[config.mk]
export PLATFORM = sky130hd
export DESIGN_NAME = alu_wb_buffer
export DESIGN_NICKNAME = d
export VERILOG_FILES = /design/src/rtl/alu_wb_buffer.sv
export SDC_FILE = /design/constraint.sdc
export NUM_CORES = 1
export LEC_CHECK = 0
export ABC_AREA = 0
export BUFFER_PORTS_ARGS = -buffer_cell sky130_fd_sc_hd__buf_4
export CORE_ASPECT_RATIO = 0.8
export CORE_MARGIN = 2
export CORE_UTILIZATION = 59
export CTS_BUF_LIST = sky130_fd_sc_hd__clkbuf_8
export DETAILED_ROUTE_END_ITERATION = 10
export PLACE_DENSITY = 0.89
export SYNTH_ARGS = -nofsm -noshare
export SYNTH_HDL_FRONTEND = slang
export SYNTH_SLANG_ARGS = --single-unit
[constraint.sdc]
create_clock -name clk -period 2.37 [get_ports clk]
set_input_delay 0.237 -clock clk [delete_from_list [all_inputs] [get_ports clk]]
set_output_delay 0.237 -clock clk [all_outputs]
set_load 0.01 [all_outputs]
[src/rtl/alu_wb_buffer.sv]
// alu_wb_buffer: in-order FIFO between ALU and writeback, with overflow status tracking
//   clk, rst_n (async, active-low)
//   in_valid/in_ready, in_data, in_ovf, in_op : ALU result push side
//   out_valid/out_ready, out_data, out_ovf, out_op : head entry pop side
//   count : occupied entries; ovf_clr, ovf_sticky, ovf_cnt : overflow status
module alu_wb_buffer #(
  parameter int DATA_W = 32,
  parameter int OP_W   = 5,
  parameter int DEPTH  = 4
) (
  input  logic                     clk,
  input  logic                     rst_n,
  input  logic                     in_valid,
  output logic                     in_ready,
  input  logic [DATA_W-1:0]        in_data,
  input  logic                     in_ovf,
  input  logic [OP_W-1:0]          in_op,
  output logic                     out_valid,
  input  logic                     out_ready,
  output logic [DATA_W-1:0]        out_data,
  output logic                     out_ovf,
  output logic [OP_W-1:0]          out_op,
  output logic [$clog2(DEPTH):0]   count,
  input  logic                     ovf_clr,
  output logic                     ovf_sticky,
  output logic [7:0]               ovf_cnt
);
  localparam int AW = $clog2(DEPTH);
  localparam int EW = DATA_W + OP_W + 1;
  localparam logic [AW:0] FULL = (AW+1)'(DEPTH);
  logic [EW-1:0] r_mem [DEPTH];
  logic [AW-1:0] r_wr, r_rd;
  logic [AW:0]   r_count, w_count_nxt;
  logic          r_sticky, w_sticky_nxt;
  logic [7:0]    r_cnt, w_cnt_nxt;
  logic          w_push, w_pop, w_ovf_push;
  logic [EW-1:0] w_head;
  assign in_ready   = r_count < FULL;
  assign out_valid  = r_count != '0;
  assign w_push     = in_valid && in_ready;
  assign w_pop      = out_valid && out_ready;
  assign w_ovf_push = w_push && in_ovf;
  // Outputs come only from storage; masked to zero while empty so reset reads 0
  assign w_head = out_valid ? r_mem[r_rd] : '0;
  assign {out_data, out_ovf, out_op} = w_head;
  assign count      = r_count;
  assign ovf_sticky = r_sticky;
  assign ovf_cnt    = r_cnt;
  always_comb begin
    w_count_nxt  = (w_push && !w_pop) ? r_count + 1'b1 :
                   (!w_push && w_pop) ? r_count - 1'b1 : r_count;
    // A same-cycle overflowed push wins over clear
    w_sticky_nxt = ovf_clr ? w_ovf_push : (r_sticky || w_ovf_push);
    w_cnt_nxt    = ovf_clr ? {7'd0, w_ovf_push} :
                   (w_ovf_push && r_cnt != 8'hff) ? r_cnt + 8'd1 : r_cnt;
  end
  always_ff @(posedge clk or negedge rst_n) begin
    if (!rst_n) begin
      r_wr     <= '0;
      r_rd     <= '0;
      r_count  <= '0;
      r_sticky <= 1'b0;
      r_cnt    <= 8'd0;
    end else begin
      if (w_push) r_wr <= r_wr + 1'b1;
      if (w_pop) r_rd <= r_rd + 1'b1;
      r_count  <= w_count_nxt;
      r_sticky <= w_sticky_nxt;
      r_cnt    <= w_cnt_nxt;
    end
  end
  // Storage is not reset; entries are only visible while counted as occupied
  always_ff @(posedge clk) begin
    if (w_push && rst_n) r_mem[r_wr] <= {in_data, in_ovf, in_op};
  end
endmodule
==> results of run 1 <==
## timing repair
| action | in CTS | in global routing |
|---|---|---|
| setup endpoints to repair | 0 | 0 |
| hold buffers | 37 | 0 |
| hold endpoints to repair | 159 | 0 |
## registers in the layout, summed over array words and instances (netlist names)
register / cells
r_wr: 2
r_mem: 152
ovf_sticky: 1
r_rd: 2
count: 3
ovf_cnt: 8
## final cells by class
| cell class | count | area (µm²) |
|---|---|---|
| tap | 144 | 180 |
| clock inverter | 15 | 128 |
| clock buffer | 17 | 234 |
| multi-input combinational | 139 | 1580 |
| timing repair buffer | 143 | 1190 |
| fill | 643 | 2660 |
| inverter | 8 | 30.0 |
| sequential | 168 | 4970 |
## power by group
group          leakage [nW]  switching (mW)  internal (mW)
Sequential             1.58           0.170           3.51
Clock                 0.200           0.944          0.906
Combinational          1.23            1.38           1.71
## worst register-to-register path: cells and delay by family (launching register included)
| family | cells | cell delay [ns] |
|---|---|---|
| flops | 1 | 0.43 |
| fa+ha+maj | 2 | 0.60 |
| simple gates | 3 | 0.64 |
| xor+xnor | 2 | 0.30 |
| buf+inv | 1 | 0.07 |
## cells in the mapped netlist, drive strengths merged
cell type	number
edfxtp	152
and2	38
mux4	38
dfrtp	16
buf	10
and3	8
clkbuf	8
inv	8
ha	6
a21oi	5
nand2	5
xnor2	5
a211oi	3
mux2	3
nand3	3
a311oi	2
a41oi	2
nand2b	2
nor2	2
nor2b	2
o21ai	2
a2111oi	1
a211o	1
a21boi	1
and3b	1
and4	1
fa	1
mux2i	1
nand3b	1
nand4	1
nor4	1
o311ai	1
or3	1
xor2	1
## cells by family after synthesis
| group | count (synthesis) | share of synthesized area [%] |
|---|---|---|
| buffers and inverters | 26 | 2.68 |
| flip-flops | 168 | 73.9 |
| AO/OA/AOI/OAI | 18 | 1.88 |
| XOR/XNOR | 6 | 0.782 |
| AND/OR/NAND/NOR | 66 | 5.99 |
| adder cells (fa/ha/maj) | 7 | 1.41 |
| multiplexers | 42 | 13.4 |
## per-layer routing
layer	part of all wire (%)	vias up
met5	0	-
met4	0.85	0
met3	6.1	11
met2	52	120
met1	41	1798
li1	-	1609
## through the flow
stage,area [µm²],hold WS (ns)
2_1_floorplan,6720,-0.0586
3_5_place_dp,7580,0.122
5_1_grt,8310,0.00152
6_report,8310,0.0311
3_3_place_gp,7580,0.121
4_1_cts,8310,0.000893
## final timing paths
path                                       from                    end  slack (ns)  depth (start not counted)
hold reg to reg            ovf_sticky$_DFF_PN0_   ovf_sticky$_DFF_PN0_        0.55                          2
max in group asynchronous                 rst_n    r_rd[0]$_DFFE_PN0P_        1.93                          2
hold / removal                           in_ovf  r_mem[0][5]$_DFFE_PP_        0.03                          1
setup / recovery            r_rd[0]$_DFFE_PN0P_            out_data[4]        0.11                          4
min in group asynchronous                 rst_n    r_rd[1]$_DFFE_PN0P_        0.21                          2
setup reg to reg           count[2]$_DFFE_PN0P_   count[2]$_DFFE_PN0P_        0.25                          8
==> metrics, run 1 <==
total power after layout 8.61 mW; DRT Wirelength 12.6 mm; fraction of layout instances using a drive strength above 1 36.5%; syn_area_per_cell 20.2 µm²; Setup Viol. Count Final 0; worst slew pin tran 0.399 ns; clock skew 0.0134 ns; Setup crit start kind register; GRT Util Overall 21.7%; Syn Inst Count 333; CTS tree yes; global-route wire length before repair 19.4 mm; CTS sink count 168; DIE WIDTH 123 µm; root buffer cell clkbuf_8; Most Crowded Layer GR met2; CP Capture Type output pin; dpl hpwl 7.44 mm; DRC 0; Core ar. 11,000 µm²; vias per inst 5.58; crit path DAT 2.02 ns; cts bufs inserted 17; delay of the slowest critical-path stage 0.57 ns; setup slack after layout 0.112 ns; antenna violations before repair 0; final core utilization 75.7%; met3 Resource Use GR 5.62%; post-cts resize count 0; drt pass-1 iters 4; area of the mapped netlist 6720 µm²; Synth-to-Final Area Change 23.7%; # diodes 0; Layout Cells excl Fill 634; delay-heaviest family, CP multiplexers; CP Class reg -> out; slowest CP cell mux4_2; htree depth 4; placed instance count 565; I/O pins 95; commonest non-fill, non-tap cells in the layout 152 x edfxtp_1, 104 x buf_4, 38 x mux4_2, 38 x and2_1, 37 x dlygate4sd3_1; sequential area share after synthesis 73.9%; clock-pin slew on the worst setup and hold paths 0.07 ns; synth warn 0; vias in the first global route 3,732; row count 34; met2 GRT Util 37.1%; I/O Buffers 94; Yosys top cell area share 67.9%; maximum vdd drop 0.747 mV; post-synth net total 383; WL/cell 19.9 µm; Slew Limit Headroom 73.1%; nets@finish 527; Static Leak 3.00 nW; die area 12,300 µm²; Starting DRT DRC Count 235; Antenna Violating Nets Remaining 0; max-slew violation count 0; clk_lat worst skew 0.43 ns; Synth Register Bits 168; Tmin final 2.26 ns; Fin. Hold Viols 0; Hold Crit Class in -> reg; via count 3,538; CP Max Fanout 40; largest net degree at the start of global routing 41; worst-case clock buffer depth 2; most common cell after layout, fill and taps aside edfxtp_1; PwrDens 1040 nW/µm²; Starting Density 61.2%; fmax 443 MHz; status finished, final reports clean; Worst Path Buf+Inv 2; Die Y 99.5 µm; Area contributors post-synth edfxtp_1 68%, mux4_2 13%, dfrtp_1 6.0%, and2_1 3.5%, buf_12 1.2%; pre-CTS WS 0.291 ns; gp weighted congestion 0.786; Final Cycle Share 95.3%; CP Cell Sequence buf_12, mux4_2, and2_1, buf_4; setup repair bufs after CTS 0; CP required 2.13 ns; M1 GR Usage 28.1%; max cap viols 0; Netlist cell types 38; setup TNS 0 ns; GRT overflow 0; unrepaired setup endpoints after global routing false; largest area contributor in the netlist edfxtp_1
(Power assumes the default switching activity.)
==> run 2, diff against run 1 <==
==> constraint.sdc (replaced) <==
create_clock -name clk -period 2.1 [get_ports clk]
set_input_delay 0.21 -clock clk [delete_from_list [all_inputs] [get_ports clk]]
set_output_delay 0.21 -clock clk [all_outputs]
set_load 0.01 [all_outputs]
==> run 2 against run 1 <==
The flow now finishes with violations (setup timing). Final cell count up 2.1%. Die area is the same. Highest routed layer unchanged. Count of clock-buffer cells in the layout unchanged. Via count grew 4.6%.
==> metrics, run 2 (synthesis results as in run 1) <==
I/O Buffers 94; failing checks setup timing; max FFs per register 152; unrepaired setup endpoints after global routing true; Core ar. 11,000 µm²; DRC 0; DRT Wirelength 13.6 mm; Reg with most FFs r_mem; cts bufs inserted 17; die area 12,300 µm²; Starting Density 61.2%; placed instance count 570; maximum vdd drop 0.892 mV; CP Class reg -> out; CP Capture Type output pin; max-slew violation count 0; antenna violations before repair 0; root buffer cell clkbuf_8; Fin. Hold Viols 0; gp weighted congestion 0.819; status finished with violations; dpl hpwl 8.12 mm; via count 3,700; setup slack after layout -0.0866 ns; fmax 457 MHz; Hold Crit Class in -> reg; vias per inst 5.72; fraction of layout instances using a drive strength above 1 46.9%; Setup Viol. Count Final 38; GRT Util Overall 23.7%; final instance area 8730 µm²; Final Cycle Share 104%; WL/cell 21.1 µm; CTS tree yes; area post-placement 7640 µm²; CP Max Fanout 8; CP required 1.89 ns; crit path DAT 1.98 ns; most common cell after layout, fill and taps aside edfxtp_1; fill count 520; DIE WIDTH 123 µm; Layout Cells excl Fill 647; worst slew pin tran 0.484 ns; drt pass-1 iters 5; FF/Latch Area 4970 µm²; vias in the first global route 3,878; clk_lat worst skew 0.45 ns; total power after layout 11.0 mW; hold_ws 0.0457 ns; # diodes 0; worst-case clock buffer depth 2; max cap viols 0; largest net degree at the start of global routing 41; commonest non-fill, non-tap cells in the layout 152 x edfxtp_1, 79 x buf_4, 40 x dlygate4sd3_1; Die Y 99.5 µm; clock-pin slew on the worst setup and hold paths 0.10 ns; Tmin final 2.19 ns; CTS sink count 168; Antenna Violating Nets Remaining 0; Starting DRT DRC Count 228; multi-input logic area 1700 µm²; Setup crit start kind register; clock skew 0.0163 ns; nets@finish 540; Synth-to-Final Area Change 30.0%; htree depth 4; GRT overflow 0; PwrDens 1260 nW/µm²; Static Leak 3.20 nW; row count 34; Slew Limit Headroom 66.9%; global-route wire length before repair 20.8 mm; I/O pins 95
-- run 2: cell types whose count changed in the layout (fill, tap and decap cells not counted), sizes merged --
cell         before  now
clkinvlp          3    2
inv              15   16
buf             106  116
dlygate4sd3      37   40
-- run 2: critical path, stage by stage (launching register included) --
cell	delay, ns
dfrtp_2	0.42
buf_4	0.14
buf_12	0.13
mux4_2	0.52
and2_4	0.18
buf_4	0.14
-- run 2: metrics by stage --
step                worst slack (ns)  utilization [%]  setup TNS [ns]
finish                       -0.0866             79.6           -1.30
global route                  -0.150             79.6           -4.38
CTS                           -0.116             78.8           -2.76
detailed placement           -0.0188             69.6         -0.0188
global placement               0.179             69.6               0
floorplan                      0.105                -               0
-- run 2: what timing repair did --
action                                  CTS  global route
resized for setup                        55            21
gates cloned                              1             0
buffers inserted                          3             1
pin swaps                                 1             4
hold buffers                             40             0
endpoints found under the hold margin   172             0
endpoints found under the setup margin   39            39
-- run 2: metal layers --
metal  track usage [%]  part of all wire [%]
met5                 0                     0
met4              8.83                   1.7
met3              5.16                   5.2
met2              39.2                    52
met1              31.4                    41
-- run 2: worst paths after layout --
path                            cells past startpoint                    to  slack (ns)            startpoint
worst max register to register                      8  count[2]$_DFFE_PN0P_        0.08  count[0]$_DFFE_PN0P_
min in group asynchronous                           2  count[0]$_DFFE_PN0P_        0.18                 rst_n
max in group asynchronous                           2   r_rd[1]$_DFFE_PN0P_        1.70                 rst_n
worst min-delay path                                3   r_rd[0]$_DFFE_PN0P_        0.05             out_ready
worst max-delay path                                5           out_data[1]       -0.09   r_rd[0]$_DFFE_PN0P_
worst min register to register                      2  ovf_sticky$_DFF_PN0_        0.54  ovf_sticky$_DFF_PN0_
-- run 2: final cells by class --
cell class	instances	share of cell area, %
clock buffers	17	2.68
clock inverters	15	1.86
inverters	8	0.344
multi-input cells	139	19.5
flip-flops and latches	168	56.9
well taps	144	2.06
repair buffers	156	16.7
-- run 2: report_power, final --
| part | leakage (nW) | total [mW] | internal (mW) | switching [mW] |
|---|---|---|---|---|
| combinational | 1.43 | 4.68 | 2.77 | 1.91 |
| sequential | 1.58 | 4.08 | 3.96 | 0.119 |
| clock | 0.197 | 2.27 | 1.08 | 1.19 |
| total | 3.20 | 11.0 | 7.81 | 3.22 |
